## src/rtl/apb_master.sv

```systemverilog
// APB3 requester: valid/ready command in, IDLE/SETUP/ACCESS transfers out, one-cycle response strobe.
// Optional ACCESS-phase timeout enabled by defining APB_MASTER_TIMEOUT_EN.
module apb_master #(
  parameter int unsigned ADDR_W  = 32,
  parameter int unsigned DATA_W  = 32,
  parameter int unsigned TIMEOUT = 16
) (
  input  logic              pclk,
  input  logic              preset_n,
  input  logic              cmd_valid,
  output logic              cmd_ready,
  input  logic              cmd_write,
  input  logic [ADDR_W-1:0] cmd_addr,
  input  logic [DATA_W-1:0] cmd_wdata,
  output logic              psel,
  output logic              penable,
  output logic              pwrite,
  output logic [ADDR_W-1:0] paddr,
  output logic [DATA_W-1:0] pwdata,
  input  logic              pready,
  input  logic [DATA_W-1:0] prdata,
  input  logic              pslverr,
  output logic              rsp_valid,
  output logic [DATA_W-1:0] rsp_rdata,
  output logic              rsp_slverr,
  output logic              rsp_timeout
);

  typedef enum logic [1:0] {
    S_IDLE,
    S_SETUP,
    S_ACCESS
  } state_e;

  state_e              state_q, state_d;
  logic                psel_q, psel_d;
  logic                penable_q, penable_d;
  logic                pwrite_q, pwrite_d;
  logic [ADDR_W-1:0]   paddr_q, paddr_d;
  logic [DATA_W-1:0]   pwdata_q, pwdata_d;
  logic                rsp_valid_q, rsp_valid_d;
  logic [DATA_W-1:0]   rsp_rdata_q, rsp_rdata_d;
  logic                rsp_slverr_q, rsp_slverr_d;
  logic                accept;

  if (TIMEOUT < 1) begin : g_timeout_range
    $error("apb_master: TIMEOUT must be at least 1");
  end

  assign cmd_ready = (state_q == S_IDLE) | ((state_q == S_ACCESS) & pready);
  assign accept    = cmd_valid & cmd_ready;

`ifdef APB_MASTER_TIMEOUT_EN
  localparam int unsigned CNT_W = $clog2(TIMEOUT + 1);

  logic [CNT_W-1:0] wait_cnt_q, wait_cnt_d;
  logic             rsp_timeout_q, rsp_timeout_d;
  logic             timeout_hit;

  // The stalled cycle that would bring the count to TIMEOUT is the last one.
  assign timeout_hit = (wait_cnt_q == CNT_W'(TIMEOUT - 1));
  assign rsp_timeout = rsp_timeout_q;
`else
  assign rsp_timeout = 1'b0;
`endif

  always_comb begin
    state_d      = state_q;
    psel_d       = psel_q;
    penable_d    = penable_q;
    pwrite_d     = pwrite_q;
    paddr_d      = paddr_q;
    pwdata_d     = pwdata_q;
    rsp_valid_d  = 1'b0;
    rsp_rdata_d  = rsp_rdata_q;
    rsp_slverr_d = rsp_slverr_q;
`ifdef APB_MASTER_TIMEOUT_EN
    wait_cnt_d    = wait_cnt_q;
    rsp_timeout_d = rsp_timeout_q;
`endif

    if (accept) begin
      paddr_d  = cmd_addr;
      pwrite_d = cmd_write;
      if (cmd_write) begin
        pwdata_d = cmd_wdata;
      end
    end

    case (state_q)
      S_IDLE: begin
        if (accept) begin
          state_d   = S_SETUP;
          psel_d    = 1'b1;
          penable_d = 1'b0;
        end
      end
      S_SETUP: begin
        state_d   = S_ACCESS;
        penable_d = 1'b1;
`ifdef APB_MASTER_TIMEOUT_EN
        wait_cnt_d = '0;
`endif
      end
      S_ACCESS: begin
        if (pready) begin
          rsp_valid_d  = 1'b1;
          rsp_rdata_d  = pwrite_q ? '0 : prdata;
          rsp_slverr_d = pslverr;
`ifdef APB_MASTER_TIMEOUT_EN
          rsp_timeout_d = 1'b0;
`endif
          penable_d = 1'b0;
          if (accept) begin
            state_d = S_SETUP;
          end else begin
            state_d = S_IDLE;
            psel_d  = 1'b0;
          end
        end
`ifdef APB_MASTER_TIMEOUT_EN
        else begin
          wait_cnt_d = wait_cnt_q + 1'b1;
          if (timeout_hit) begin
            state_d       = S_IDLE;
            psel_d        = 1'b0;
            penable_d     = 1'b0;
            rsp_valid_d   = 1'b1;
            rsp_rdata_d   = '0;
            rsp_slverr_d  = 1'b1;
            rsp_timeout_d = 1'b1;
          end
        end
`endif
      end
      default: begin
        state_d   = S_IDLE;
        psel_d    = 1'b0;
        penable_d = 1'b0;
      end
    endcase
  end

  always_ff @(posedge pclk or negedge preset_n) begin
    if (!preset_n) begin
      state_q      <= S_IDLE;
      psel_q       <= 1'b0;
      penable_q    <= 1'b0;
      pwrite_q     <= 1'b0;
      paddr_q      <= '0;
      pwdata_q     <= '0;
      rsp_valid_q  <= 1'b0;
      rsp_rdata_q  <= '0;
      rsp_slverr_q <= 1'b0;
`ifdef APB_MASTER_TIMEOUT_EN
      wait_cnt_q    <= '0;
      rsp_timeout_q <= 1'b0;
`endif
    end else begin
      state_q      <= state_d;
      psel_q       <= psel_d;
      penable_q    <= penable_d;
      pwrite_q     <= pwrite_d;
      paddr_q      <= paddr_d;
      pwdata_q     <= pwdata_d;
      rsp_valid_q  <= rsp_valid_d;
      rsp_rdata_q  <= rsp_rdata_d;
      rsp_slverr_q <= rsp_slverr_d;
`ifdef APB_MASTER_TIMEOUT_EN
      wait_cnt_q    <= wait_cnt_d;
      rsp_timeout_q <= rsp_timeout_d;
`endif
    end
  end

  assign psel       = psel_q;
  assign penable    = penable_q;
  assign pwrite     = pwrite_q;
  assign paddr      = paddr_q;
  assign pwdata     = pwdata_q;
  assign rsp_valid  = rsp_valid_q;
  assign rsp_rdata  = rsp_rdata_q;
  assign rsp_slverr = rsp_slverr_q;

endmodule
```

## config.mk

```make
export PLATFORM = sky130hd
export DESIGN_NAME = apb_master
export DESIGN_NICKNAME = d
export VERILOG_FILES = /design/src/rtl/apb_master.sv
export SDC_FILE = /design/constraint.sdc
export NUM_CORES = 1
export LEC_CHECK = 0
export ABC_AREA = 1
export CAP_MARGIN = 20
export CORE_MARGIN = 3
export CORE_UTILIZATION = 36
export DETAILED_ROUTE_END_ITERATION = 7
export PLACE_DENSITY = 0.76
export REMOVE_ABC_BUFFERS = 1
export SLEW_MARGIN = 20
export SYNTH_ARGS = -nofsm -noshare
export SYNTH_HDL_FRONTEND = slang
export SYNTH_SLANG_ARGS = --single-unit
```

## constraint.sdc

```tcl
create_clock -name pclk -period 1.1 [get_ports pclk]
set_input_delay 0.165 -clock pclk [delete_from_list [all_inputs] [get_ports pclk]]
set_output_delay 0.165 -clock pclk [all_outputs]
set_load 0.03 [all_outputs]
```

Word-level counts from Yosys, hierarchy flattened

Index checks and enable logic that the tools add are counted.

Register bits after elaboration: 103
Bits of input ports: 102
Output and inout port bits: 103
Word-level logic and storage cells: 37

Equal/unequal tests: 5
Mux-type cells: 14
Bitwise gates (word level): 4
Reduce and logical (&&, ||, !) cells: 5

Operators with widths:

| operator                                                              | number |
|---|---|
| 32-bit two-way mux                                                    | 1 |
| 1-bit two-way mux                                                     | 8 |
| 2-bit inequality test, second input constant                          | 3 |
| 1-bit one-hot mux with 3 select lines                                 | 2 |
| 2-bit one-hot mux with 3 select lines                                 | 1 |
| 2-bit AND reduction                                                   | 3 |
| 2-bit two-way mux                                                     | 2 |
| 4-bit AND reduction                                                   | 1 |
| 1-bit AND                                                             | 2 |
| 2-bit by 1-bit equality test with 1-bit output, second input constant | 1 |
| 2-bit equality test, second input constant                            | 1 |
| 2-bit zero test                                                       | 1 |
| 1-bit inverter                                                        | 1 |
| 1-bit OR                                                              | 1 |

Logic depth before layout (Yosys ltp)

Gate-level depths: netlist of run 1.

Depth after elaboration: 7
Mapped depth: 7
Depth with buffers taken out: 6

Worst setup path before layout of run 1

No wires, ideal clock.

Kind: reg-to-reg
From: register state_q[1]
To: register rsp_rdata_q[12], in the netlist rsp_rdata[12]
Setup time: 0.119 ns
Data arrival time: 1.165 ns
Data required time: 0.981 ns
Slack: -0.184 ns
Cell stages (with the launch flop): 6
Buffers on the path: 2
Period minus slack after synthesis: 1.284 ns
Cells stage by stage: dfrtp_1 > nand3_2 > buf_6 > buf_6 > nand2_1 > o21ai_2

Longest elaborated chain between the ends: 2

Ends and longest elaborated chain:

| element                              | line | source |
|---|---|---|
| start, declared                      | 35   | `state_e state_q, state_d;` |
| start signal, assigned               | 160  | `state_q <= state_d;` |
| 2-bit equality test                  | 90   | `case (state_q)` |
| 2-bit AND reduction (no source line) | n/a  |  |
| end signal, assigned                 | 167  | `rsp_rdata_q <= rsp_rdata_d;` |
| end, declared                        | 42   | `logic [DATA_W-1:0] rsp_rdata_q, rsp_rdata_d;` |

Every way passes these cells.
A chain may end at the register's enable or synchronous reset.

Worst setup path in the final report of run 1

From: register state_q[0]
To: register pwdata_q[16], in the netlist pwdata[16]

Longest elaborated chain between the ends: 5
Elaborated cells on any way between the ends: 6
Those cells by class: 1 x eq/ne; 3 x bitwise; 2 x reduce/logical

Ends and longest elaborated chain:

| element                                | line | source |
|---|---|---|
| 2-bit equality test                    | 50   | `assign cmd_ready = (state_q == S_IDLE) \| ((state_q == S_ACCESS) & pready);` |
| 1-bit AND                              | 50   |  |
| 1-bit OR *                             | 50   |  |
| 1-bit AND *                            | 51   | `assign accept = cmd_valid & cmd_ready;` |
| 2-bit AND reduction (no source line) * | n/a  |  |
| end signal, assigned                   | 165  | `pwdata_q <= pwdata_d;` |
| end, declared                          | 40   | `logic [DATA_W-1:0] pwdata_q, pwdata_d;` |

Every way passes the cells marked *; elsewhere a longest branch is shown, timed or not.

==> reports/results.tsv, run 1 <==
metric	value	unit
synth.distinct_cells	18	
startpoint_type	flop	
io_pins	205	
core_area	0.01103	mm²
routed_wl	13610	µm
design_area	0.007183	mm²
violations	setup timing	
initial_core_util	0.3747	
cp_common_cell	nand2_1	
hpwlAfterDp	8716	µm
port_buffers	203	
crit_path_max_fanout	15	
timing.rr.end	pwdata[16]	
vias_per_cell	4.902	
final_hold_viol_count	0	
worstPathArrival	1.50	ns
grt_max_degree	56	
num_antenna_cells	0	
finalCriticalPeriod	1.266	ns
place_area	0.006142	mm²
timing.rr.start	state_q[0]	
hp-start	pslverr	
cap_viol_max_count	0	
gp_congestion	0.8098	
clk_pin_slew	0.07	ns
ant_nets	0	
firstDrtPassIters	4	
grt_use_total	0.1835	
dieArea	0.01280	mm²
die_w	113.1	µm
yosysWarnings	0	
cp_cell_sequence	nor2_4 -> nand3_4 -> clkbuf_16 -> nand2_1 -> nand2_1	
clk_latency	0.34	ns
syn_area_per_cell	9.245	µm²
holdPathEnd	rsp_slverr	
power_density	2281	mW/mm²
place_inst	780	
fin_crit_sh	1.151	
outcome	finished, violations left	
final_nets	783	
place_ws	-0.3165	ns
rsz0062_at_grt	true	
reg2reg_slack	-0.17	ns
required	1.33	ns
vias	4049	
endpoint_kind	flop	
htreeDepth	3	
drcViolationCount	0	
cts_sinks	102	
hold_depth	3	
cts_tree	built	
syn_area	0.004133	mm²
cts-root-buf	clkbuf_16	
cts.path.max_buffers	2	
setup_ws	-0.1661	ns
synth_cells	447	
overflow	0	
die-height	113.1	µm
num_rows	38	
antenna_found_initial	0	
drv_slew	0	
seq_area_frac_synth	0.6176	
fin_skew	0.004251	ns
critPathLaunch	state_q[0]	
cpMaxStageDelayCell	dfrtp_2	
p_leak	3.618	nW
grt_pass1_wl	18990	µm
setup_viol	102	
grt_pass1_vias	3882	
crit_type	reg -> reg	
area_growth	73.81	%
cts_made_buffers	9	
finalNonFillerCells	826	
critical_path.max_stage_delay	0.45	ns
drt_iter0_markers	288	
synth-seq-cells	102	
clock.fmax	789.8	MHz
hold_class	in -> reg	
rr_worst_depth	5	
max-vdd-ir-drop	0.001262	V
routedWlPerCell	16.47	µm
layout-drive-gt1-share	0.3659	
-- logic make-up after synthesis --
group | count (synthesis) | share of synthesized area
other | 1 | 0.0009074
AO/OA/AOI/OAI | 34 | 0.05298
AND/OR/NAND/NOR | 271 | 0.2743
buffers and inverters | 39 | 0.05419
flip-flops | 102 | 0.6176
-- worst max-delay path: cells and delay by family, from the launching register on --
family,cells,cell delay [ns]
AND/OR/NAND/NOR,4,0.50
buffers and inverters,1,0.21
flip-flops,1,0.45
-- power breakdown --
group          internal [mW]  switching [mW]  total (mW)
sequential              4.84           0.800        5.64
combinational           3.06            4.23        7.29
clock                   2.06            1.40        3.46
total                   9.95            6.43        16.4
-- worst max-delay path by stage --
| stage | to | slack (ns) | depth (start not counted) |
|---|---|---|---|
| after floorplan | rsp_rdata[2] | -0.90 | 2 |
| after global placement | pwdata[8] | -0.28 | 6 |
| after detailed placement | pwdata[8] | -0.32 | 6 |
| after CTS | cmd_ready | -0.16 | 4 |
| after global routing | pwdata[27] | -0.23 | 5 |
| final | pwdata[16] | -0.17 | 5 |
-- flip-flops by register name, indices dropped and copies added (netlist names) --
| register | count |
|---|---|
| paddr | 32 |
| psel | 1 |
| pwdata | 32 |
| pwrite | 1 |
| rsp_rdata | 32 |
| rsp_slverr | 1 |
| rsp_valid | 1 |
| state_q | 2 |
-- layer usage --
layer | wire, µm | track usage | up-vias
met3 | 898 | 0.03904 | 27
met2 | 7074 | 0.3164 | 171
li1 | - | - | 1891
met5 | 0 | 0 | -
met1 | 5341 | 0.2299 | 1960
met4 | 291 | 0.06010 | 0
-- Yosys cell counts (all sizes together) --
cell type	number	area (µm²)
clkbuf	7	26.28
dfrtp	102	2552
inv	9	33.79
nand3	3	25.02
nand4	32	200.2
conb	1	3.750
nor2	1	11.26
nand2	235	897.1
a21oi	2	10.01
o21ai	32	209.0
buf	23	163.9
-- placed cells by master (no fill, tap or decap), drive strengths merged --
cell | Yosys | final
nand3 | 3 | 3
nand4 | 32 | 32
clkinvlp | 0 | 3
conb | 1 | 1
a21oi | 2 | 2
dlygate4sd3 | 0 | 1
clkdlybuf4s50 | 0 | 100
bufinv | 0 | 2
clkbuf | 7 | 18
dfrtp | 102 | 102
inv | 9 | 9
buf | 23 | 145
o21ai | 32 | 32
nor2 | 1 | 1
nand2 | 235 | 235
-- layout make-up --
| class | count | area (µm²) |
|---|---|---|
| Tap cell | 140 | 175.2 |
| Sequential cell | 102 | 2555 |
| Clock buffer | 11 | 242.7 |
| Fill cell | 885 | 3847 |
| Inverter | 9 | 41.29 |
| Timing Repair Buffer | 253 | 2501 |
| Multi-Input combinational cell | 306 | 1585 |
| Clock inverter | 5 | 82.58 |
-- what timing repair did --
item | CTS | global route
buffers inserted | 6 | 14
hold buffers | 1 | 0
pin swaps | 2 | 4
hold endpoints to repair | 102 | 0
cloned | 0 | 10
gates resized for setup | 15 | 97
setup endpoints to repair | 80 | 121
-- stage by stage --
stage | total power [mW] | utilization | setup TNS (ns) | hold slack [ns]
final | 16.39 | 0.6512 | -12.57 | 0.3544
after global routing | 17.18 | 0.6512 | -17.84 | 0.3528
after global placement | 11.81 | 0.5568 | -24.91 | 0.1755
after floorplan | 8.937 | - | -71.27 | -0.1306
after detailed placement | 11.97 | 0.5568 | -26.87 | 0.1851
after CTS | 15.56 | 0.5961 | -6.734 | 0.3449
No activity file was read; power rests on OpenSTA's default activity.
==> run 2, diff against run 1 <==
--- a/config.mk
+++ b/config.mk
@@ -11,8 +11,8 @@
 export CORE_UTILIZATION = 36
 export DETAILED_ROUTE_END_ITERATION = 7
 export PLACE_DENSITY = 0.76
+export RECOVER_POWER = 25
 export REMOVE_ABC_BUFFERS = 1
-export SLEW_MARGIN = 20
 export SYNTH_ARGS = -nofsm -noshare
 export SYNTH_HDL_FRONTEND = slang
 export SYNTH_SLANG_ARGS = --single-unit
==> reports/results.tsv, run 2 (synthesis gave the netlist of run 1 again) <==
metric	value	unit	change
outcome	finished, violations left		
violations	setup timing		
fin_skew	0.004146	ns	-0.0001050 ns
drcViolationCount	0		unchanged
finalNonFillerCells	826		unchanged
crit_path_max_fanout	15		unchanged
power_density	2285	mW/mm²	+0.16%
startpoint_type	flop		
cts_tree	built		
die_w	113.1	µm	unchanged
rr_worst_depth	5		unchanged
cts_made_buffers	9		unchanged
clock.fmax	789.4	MHz	about the same
hpwlAfterDp	8716	µm	unchanged
final_common_cell	nand2_1		
final_hold_viol_count	0		unchanged
grt_max_degree	56		unchanged
cts.path.max_buffers	2		unchanged
vias_per_cell	4.903		about the same
finish.utilization	0.6497		-0.001474
max-vdd-ir-drop	0.001262	V	about the same
io_pins	205		unchanged
timing.rr.end	pwdata[16]		
area_growth	73.42	%	
firstDrtPassIters	6		+2
grt_pass1_wl	18990	µm	unchanged
rsz0062_at_grt	true		
setup_viol	102		unchanged
holdPathEnd	rsp_slverr		
cap_viol_max_count	0		unchanged
die-height	113.1	µm	unchanged
finalCriticalPeriod	1.267	ns	+0.0006810 ns
drt_iter0_markers	287		-0.35%
routed_wl	13600	µm	about the same
final_cell_mix	nand2_1, buf_4, clkdlybuf4s50_1, dfrtp_1, nand2_2		
initial_core_util	0.3747		unchanged
timing.rr.start	state_q[0]		
gp_congestion	0.8098		unchanged
worstMarginPinSlew	0.5692	ns	
hp-start	pslverr		
port_buffers	203		unchanged
layout-drive-gt1-share	0.3644		-0.001458
num_antenna_cells	0		unchanged
slew_headroom	0.6205		
hold_class	in -> reg		
cts_sinks	102		unchanged
worstPathArrival	1.50	ns	about the same
dieArea	0.01280	mm²	unchanged
antenna_found_initial	0		unchanged
tns	-12.51	ns	+0.05100 ns
final_nets	783		unchanged
drv_slew	0		unchanged
endpoint_kind	flop		
routedWlPerCell	16.46	µm	about the same
num_rows	38		unchanged
crit_type	reg -> reg		
clk_latency	0.34	ns	about the same
power	16.38	mW	about the same
setup_ws	-0.1668	ns	-0.0006810 ns
overflow	0		unchanged
ant_nets	0		unchanged
clk_pin_slew	0.07	ns	about the same
grt_pass1_vias	3882		unchanged
required	1.33	ns	about the same
grt_use_total	0.1835		unchanged
reg2reg_slack	-0.17	ns	about the same
htreeDepth	3		unchanged
hold_depth	3		unchanged
cts-root-buf	clkbuf_16		
place_inst	780		unchanged
p_leak	3.610	nW	-0.23%
core_area	0.01103	mm²	unchanged
fin_crit_sh	1.152		about the same
vias	4050		+0.025%
## run 2: changes by cell type in the layout (fill, tap and decap cells not counted), sizes merged
cell    delta
clkbuf     +1
buf        -1
## run 2: per-stage QoR
stage          hold WS (ns)  setup slack, ns  area, µm²
6_report             0.3533          -0.1668       7167
5_1_grt              0.3528          -0.2304       7167
4_1_cts              0.3449          -0.1585       6575
3_5_place_dp         0.1851          -0.3165       6142
3_3_place_gp         0.1755          -0.2840       6142
2_1_floorplan       -0.1306          -0.9003       3943
## run 2: worst max-delay path, cell delays in order (launching register included)
cell and delay (ns):
dfrtp_2 0.45, nor2_4 0.22, nand3_4 0.16, clkbuf_16 0.21, nand2_1 0.07, nand2_1 0.05
## run 2: worst max path at each step
stage / startpoint / endpoint / slack [ns] / cells past startpoint
finish: state_q[0] / pwdata[16] / -0.17 / 5
global route: state_q[0] / pwdata[27] / -0.23 / 5
CTS: state_q[0] / cmd_ready / -0.16 / 4
detailed placement: cmd_valid / pwdata[8] / -0.32 / 6
global placement: cmd_valid / pwdata[8] / -0.28 / 6
floorplan: state_q[1] / rsp_rdata[2] / -0.90 / 2
## run 2: area by class of cell
type	instances	area [µm²]
Clock buffer	11	242.7
Clock inverter	5	82.58
Fill cell	889	3864
Inverter	9	41.29
Multi-Input combinational cell	306	1585
Sequential cell	102	2555
Tap cell	140	175.2
Timing Repair Buffer	253	2485
## run 2: where the power goes
group	internal [mW]	total (mW)	switching [mW]
sequential	4.84	5.64	0.800
clock	2.06	3.46	1.40
combinational	3.05	7.28	4.23
total	9.95	16.4	6.43
## run 2: per-layer routing
| layer | vias to the layer above | share of wire | track usage |
|---|---|---|---|
| met1 | 1959 | 0.39 | 0.2299 |
| met4 | 0 | 0.022 | 0.06010 |
| met5 | - | 0 | 0 |
| li1 | 1890 | - | - |
| met3 | 26 | 0.068 | 0.03904 |
| met2 | 175 | 0.52 | 0.3164 |
## run 2: repair_timing
action | CTS | global route
hold buffers | 1 | 0
cloned | 0 | 10
pin swaps | 2 | 4
buffers inserted | 6 | 14
hold endpoints to repair | 102 | 0
gates resized for setup | 15 | 97
endpoints found under the setup margin | 80 | 121
